$ cat src/rtl/mvu_job_sequencer.sv
// APB master that replays CSR-write commands into the MVU array,
// inserting MVU-select writes and tracking per-MVU job completion.
module mvu_job_sequencer #(
  parameter int          N_MVU   = 8,
  parameter logic [11:0] SEL_CSR = 12'h0FF
) (
  input  logic             clk,
  input  logic             rst,
  input  logic             cmd_valid,
  output logic             cmd_ready,
  input  logic [2:0]       cmd_mvu,
  input  logic [11:0]      cmd_csr,
  input  logic [31:0]      cmd_data,
  input  logic             cmd_last,
  output logic [31:0]      paddr,
  output logic             psel,
  output logic             penable,
  output logic             pwrite,
  output logic [31:0]      pwdata,
  input  logic             pready,
  input  logic [N_MVU-1:0] mvu_irq,
  output logic [N_MVU-1:0] mvu_busy,
  output logic [N_MVU-1:0] job_done
);

  localparam logic [2:0] S_IDLE       = 3'd0;
  localparam logic [2:0] S_SEL_SETUP  = 3'd1;
  localparam logic [2:0] S_SEL_ACCESS = 3'd2;
  localparam logic [2:0] S_WR_SETUP   = 3'd3;
  localparam logic [2:0] S_WR_ACCESS  = 3'd4;
  localparam logic [2:0] S_WAIT_FREE  = 3'd5;

  logic [2:0]       state, state_d;
  logic             job_open, sel_valid;
  logic [2:0]       cur_sel;
  logic [N_MVU-1:0] irq_q, rise, busy_d;
  logic             tgt_busy, need_sel, accept;
  logic             bus_d, sel_ph_d, acc_d;

  assign tgt_busy  = mvu_busy[cmd_mvu];
  assign need_sel  = !sel_valid || (cur_sel != cmd_mvu);
  assign accept    = (state == S_WR_ACCESS) && pready;
  assign cmd_ready = accept;
  assign rise      = mvu_irq & ~irq_q;

  always_comb begin
    state_d = state;
    case (state)
      S_IDLE: begin
        if (cmd_valid) begin
          if (!job_open && tgt_busy)
            state_d = S_WAIT_FREE;
          else if (!job_open && need_sel)
            state_d = S_SEL_SETUP;
          else
            state_d = S_WR_SETUP;
        end
      end
      S_WAIT_FREE: begin
        if (!tgt_busy)
          state_d = need_sel ? S_SEL_SETUP : S_WR_SETUP;
      end
      S_SEL_SETUP:  state_d = S_SEL_ACCESS;
      S_SEL_ACCESS: if (pready) state_d = S_WR_SETUP;
      S_WR_SETUP:   state_d = S_WR_ACCESS;
      S_WR_ACCESS:  if (pready) state_d = S_IDLE;
      default:      state_d = S_IDLE;
    endcase
  end

  // A cmd_last acceptance wins over a completion clearing the same bit
  always_comb begin
    busy_d = mvu_busy & ~rise;
    if (accept && cmd_last)
      busy_d[cmd_mvu] = 1'b1;
  end

  assign sel_ph_d = (state_d == S_SEL_SETUP) ||
                    (state_d == S_SEL_ACCESS);
  assign acc_d    = (state_d == S_SEL_ACCESS) ||
                    (state_d == S_WR_ACCESS);
  assign bus_d    = sel_ph_d ||
                    (state_d == S_WR_SETUP) ||
                    (state_d == S_WR_ACCESS);

  always_ff @(posedge clk) begin
    if (rst) begin
      state     <= S_IDLE;
      job_open  <= 1'b0;
      sel_valid <= 1'b0;
      cur_sel   <= 3'd0;
      irq_q     <= '0;
      mvu_busy  <= '0;
      job_done  <= '0;
      psel      <= 1'b0;
      penable   <= 1'b0;
      pwrite    <= 1'b0;
      paddr     <= 32'd0;
      pwdata    <= 32'd0;
    end else begin
      state    <= state_d;
      irq_q    <= mvu_irq;
      mvu_busy <= busy_d;
      job_done <= rise & mvu_busy;
      if (state == S_SEL_ACCESS && pready) begin
        cur_sel   <= cmd_mvu;
        sel_valid <= 1'b1;
      end
      if (accept)
        job_open <= !cmd_last;
      psel    <= bus_d;
      pwrite  <= bus_d;
      penable <= acc_d;
      if (sel_ph_d) begin
        paddr  <= {16'b0, SEL_CSR, 4'b0};
        pwdata <= {29'b0, cmd_mvu};
      end else if (bus_d) begin
        paddr  <= {16'b0, cmd_csr, 4'b0};
        pwdata <= cmd_data;
      end else begin
        paddr  <= 32'd0;
        pwdata <= 32'd0;
      end
    end
  end

endmodule
$ cat config.mk
export PLATFORM = sky130hd
export DESIGN_NAME = mvu_job_sequencer
export DESIGN_NICKNAME = d
export VERILOG_FILES = /design/src/rtl/mvu_job_sequencer.sv
export SDC_FILE = /design/constraint.sdc
export NUM_CORES = 1
export LEC_CHECK = 0
export ABC_CLOCK_PERIOD_IN_PS = 2500
export BUFFER_PORTS_ARGS = -buffer_cell sky130_fd_sc_hd__buf_4
export CELL_PAD_IN_SITES_DETAIL_PLACEMENT = 0
export CELL_PAD_IN_SITES_GLOBAL_PLACEMENT = 2
export CORE_MARGIN = 5
export CORE_UTILIZATION = 24
export DETAILED_ROUTE_END_ITERATION = 16
export GPL_TIMING_DRIVEN = 0
export PLACE_DENSITY = 0.78
export SYNTH_ARGS = -nofsm -noshare
export SYNTH_HDL_FRONTEND = slang
export SYNTH_SLANG_ARGS = --single-unit
export TNS_END_PERCENT = 5
$ cat constraint.sdc
create_clock -name clk -period 2.5 [get_ports clk]
set_clock_uncertainty 0.15 [all_clocks]
set_input_delay 0.75 -clock clk [delete_from_list [all_inputs] [get_ports clk]]
set_output_delay 0.75 -clock clk [all_outputs]
set_load 0.02 [all_outputs]
After elaboration in Yosys (flattened, before gate mapping) --
Cells that the tools add are included.
Word-level totals: flip-flop bits (word level) 98, latch bits 0, memory bits (writable) 0, memory bits (read-only) 0, memories kept 0
Cells by class: add/subtract/negate cells 0, $mul 0, divide/modulo/power cells 0, magnitude comparators 2, equality and inequality tests 10, shift operators 0, muxes and demuxes 17, bitwise operators 7, reductions and logical operators 17
Operators with widths (number):
- $and 8x8->8 | 3
- $mux 12 | 2
- $mux 3 | 7
- $pmux 3 s6 | 1
- $not 8->8 | 2
- $eq 3x2->1 const B | 4
- $eq 3x3->1 const B | 3
- $mux 8 | 1
- $or 8x8->8 | 1
- $eq 3x1->1 const B | 2
- $logic_and 1x1->1 | 6
- $logic_or 1x1->1 | 5
- $lt 3x4->1 const B | 1
- $mux 2 | 2
- $bmux 1 s3 | 1
- $demux 1 s3 | 1
- $ge 3x1->1 const B | 1
- $logic_not 1->1 | 3
- $logic_not 3->1 | 1
- $ne 3x3->1 | 1
- $reduce_or 3->1 | 1
- $mux 1 | 2
- $reduce_or 2->1 | 1
- $not 1->1 | 1

Longest topological paths before layout --
word-level depth 13, gate-level depth with buffers 8, mapped depth without buffers 5

Worst setup path before layout --
No wires, ideal clock.
path kind input to register, start point input port cmd_mvu[1], end point register paddr[12], arrival 2.257 ns, slack -0.022 ns, cell stages on the path 8, path buffers 3, cell sequence buf_6 -> buf_8 -> mux2i_1 -> mux4_2 -> a31oi_4 -> a21oi_4 -> buf_6 -> and2_1
On the way: longest elaborated chain between the ends 13
Ends and longest elaborated chain:
- start, declared | RTL line 11 | input logic [2:0] cmd_mvu,
- parallel branches: the longest is 6 deep, another holds $bmux 1 s3
- $pmux 3 s6 * | RTL line 48 | case (state)
- $eq 3x1->1 / $eq 3x2->1 (equally long branches) | RTL line 78, 79
- $logic_or 1x1->1 | RTL line 78 | assign sel_ph_d = (state_d == S_SEL_SETUP) ||
- $logic_or 1x1->1 | RTL line 82 | assign bus_d = sel_ph_d ||
- $logic_or 1x1->1 | RTL line 83 | (state_d == S_WR_SETUP) ||
- $not 1->1 (no source line)
- $reduce_or 3->1 (no source line) *
- end signal, assigned | RTL line 115 | paddr <= {16'b0, SEL_CSR, 4'b0};
- end signal, assigned | RTL line 118 | paddr <= {16'b0, cmd_csr, 4'b0};
- end, declared | RTL line 15 | output logic [31:0] paddr,
Every way passes the cells marked *. The select of a mux whose other input is x is not followed. A chain may end at the register's enable or synchronous reset.

Worst setup path in the final report --
start point input port cmd_mvu[2], end point register pwdata[10]
On the way: longest elaborated chain between the ends 13
Ends and longest elaborated chain:
- parallel branches: the longest is 6 deep, another holds $bmux 1 s3
- $pmux 3 s6 * | RTL line 48
- $eq 3x1->1 / $eq 3x2->1 (equally long branches) | RTL line 78, 79
- $logic_or 1x1->1 | RTL line 78
- $logic_or 1x1->1 | RTL line 82
- $logic_or 1x1->1 | RTL line 83
- $not 1->1 (no source line)
- $reduce_or 3->1 (no source line) *
- end signal, assigned | RTL line 116 | pwdata <= {29'b0, cmd_mvu};
- end signal, assigned | RTL line 119 | pwdata <= cmd_data;
- end, declared | RTL line 19 | output logic [31:0] pwdata,
Marks and branches as above.

==> reports/qor.yml <==
finish:
  seqCellArea_um2: 1560
  nets: 490
  drive_gt1_frac: 0.405
  nFillCells: 1227
  n_antenna_cell: 0
  syn2layout_area_growth_pct: 50.4
  fin_cells: 603
  multiInputGateArea_um2: 1160
timing:
  rsz0062_at_grt: "false"
  min_period_ns: 2.39
  max_freq_mhz: 419
  setup_tns_ns: 0
  tightest_slew_ns: 0.619
  slew_headroom: 0.587
  timing.final.crit_share: 0.955
  hold_viol_final: 0
  final_max_slew_viol_count: 0
  timing.hold.ws_ns: 0.318
  setup_viol: 0
floorplanning:
  initial_core_util: 0.245
  die_y_um: 121
  fp.dieArea_um2: 14700
  rows: 40
  chipWidth_um: 121
  coreArea_um2: 12100
  io_pins: 144
detailed_routing:
  routedWlPerCell_um: 14.1
  ant_nets: 0
  viasPerCell: 4.00
  drc: 0
  drt_iter0_drc: 67
  drt_wl_total_um: 8500
  drt_first_pass_iters: 4
  dr_total_vias: 2411
worst_hold_path:
  hold_class: "register to register"
setup_path:
  cp_max_fo: 10
  max_stage_delay_ns: 0.52
  cp_cell_sequence: "clkbuf_1, inv_1, mux4_2, a31oi_4, a21oi_4, buf_6, and2_1"
  path_delay_family: "buffers and inverters"
  crit_type: "primary input to register"
  critPathArrivalTime_ns: 2.46
  worstPathRequired_ns: 2.57
  crit_buf_inv: 3
  cpMaxStageDelayCell: "mux4_2"
  endpoint_kind: "register"
  cp-start-kind: "primary input"
synth:
  synth_top_cell_area_share: 0.528
  synth-seq-cells: 78
  ys.flop_type: "dfxtp_1"
  yosysMostFrequentCell: "dfxtp_1"
  synthTopCellsByArea: "dfxtp_1 53%, and2_1 7.2%, buf_4 5.6%, a21oi_1 2.4%, and3b_1 2.4%"
  ys_async_sr_fraction: 0
  ys_top_cells_by_count: "78 x dfxtp_1, 34 x and2_1, 22 x buf_4"
  synthDistinctLibCells: 41
  ys_seq_area_frac: 0.528
  synth_cells: 281
  postSynthAreaPerCell_um2: 10.5
  yosysWarnings: 0
  synth_edf_count: 0
  yosysTopAreaCell: "dfxtp_1"
  netlist_area_um2: 2960
global_route:
  grt_max_degree: 14
  grt_pass1_wl_um: 12900
  grt_pass1_vias: 2434
  overflow: 0
  antenna_found_initial: 0
  grt_use_total: 0.116
job:
  cap_violations: 0
clock_tree:
  clk_pin_slew_ns: 0.06
  cts_setup_buffers: 0
  cts_tree: "built"
  htreeDepth: 3
  clockRootBuffer: "clkbuf_16"
  clkSinkCount: 78
  clkLatencyLatePin_ns: 0.34
  cts_buffer_depth: 2
  cts-buffers-inserted: 9
place:
  place.port_buffers: 119
  dp_hpwl_um: 6810
  gp_congestion: 0.787
  place_inst: 587
outcome:
  status: "finished clean"
power:
  peakVddDrop_mv: 0.300
  p_per_area_nw_per_um2: 691
  power.leakage_nw: 2.09
## worst paths after layout
check                                             from  cells past startpoint  slack, ns                      to
worst min-delay path            sel_valid$_SDFFE_PP0P_                      2       0.32  sel_valid$_SDFFE_PP0P_
worst max register to register     state[2]$_SDFF_PP0_                      7       0.19   pwdata[10]$_SDFF_PP0_
worst max-delay path                        cmd_mvu[2]                      7       0.11   pwdata[10]$_SDFF_PP0_
worst min register to register  sel_valid$_SDFFE_PP0P_                      2       0.32  sel_valid$_SDFFE_PP0P_
## kinds of logic (layout without fill, tap and decap cells)
family | Yosys count | count (layout) | synth area share
buffers and inverters | 48 | 183 | 0.108
XOR/XNOR | 3 | 3 | 0.00888
other | 1 | 20 | 0.00127
AO/OA/AOI/OAI | 45 | 45 | 0.108
flip-flops | 78 | 78 | 0.528
multiplexers | 10 | 10 | 0.0440
AND/OR/NAND/NOR | 96 | 96 | 0.202
## metal layers
layer	vias to the layer above	track usage	part of all wire
li1	1199	-	-
met1	1080	0.141	0.44
met2	122	0.179	0.43
met3	10	0.0503	0.12
met4	0	0.0467	0.016
met5	-	0	0
## placed cells by master, fill, tap and decap left out, types with 2 or more instances in the layout
cell and n:
dfxtp_1 78, nand3_1 4, nand4_1 4, nand2_1 9, and2_1 34, and4_1 2, or4b_1 3, buf_6 6
o21ai_0 9, a21oi_4 3, nor2_1 16, buf_4 141, and3b_1 8, o21ai_1 8, conb_1 20, clkbuf_1 6
nand2b_1 8, a21oi_1 14, xnor2_1 3, inv_1 12, nor3_1 2, mux4_2 2, clkbuf_16 9, clkinv_2 2
a2bb2o_2 2, mux2_1 4, a211oi_1 3, mux2i_1 4, clkbuf_8 2
## registers in the layout, summed over array words and instances (netlist names)
| register | flops |
|---|---|
| state | 3 |
| job_open | 1 |
| paddr | 12 |
| pwrite | 1 |
| mvu_busy | 8 |
| sel_valid | 1 |
| cur_sel | 3 |
| pwdata | 32 |
| penable | 1 |
| job_done | 8 |
| irq_q | 8 |
## stage by stage
stage | setup slack (ns) | area (um^2) | utilization | power, mW
CTS | 0.0587 | 4440 | 0.368 | 3.12
global placement | -0.258 | 4130 | 0.343 | 1.76
finish | 0.113 | 4450 | 0.369 | 3.07
floorplan | 0.00387 | 3030 | - | 1.59
detailed placement | -0.306 | 4130 | 0.343 | 1.77
global route | 0.00203 | 4450 | 0.369 | 3.21
## layout make-up
cell class | count | share of cell area
flip-flops and latches | 78 | 0.351
multi-input cells | 174 | 0.260
repair buffers | 119 | 0.201
plain buffers | 36 | 0.0616
clock buffers | 11 | 0.0568
well taps | 168 | 0.0472
clock inverters | 5 | 0.0127
inverters | 12 | 0.0101
## tightest hold or removal path: stages (launching register included)
cell	delay [ns]
dfxtp_1	0.32
nor2_1	0.04
nor2_1	0.07
## power breakdown
group,switching (mW),total [mW],leakage [nW],internal (mW)
combinational,0.220,0.423,1.31,0.203
clock,0.509,1.34,0.152,0.827
sequential,0.0174,1.32,0.635,1.30
## repair_timing
item                                    4_1_cts  5_1_grt
endpoints found under the hold margin         0        0
endpoints found under the setup margin        0        9
hold buffers                                  0        0
gates resized for setup                       0        1
Power figures use the tool's default switching activity.
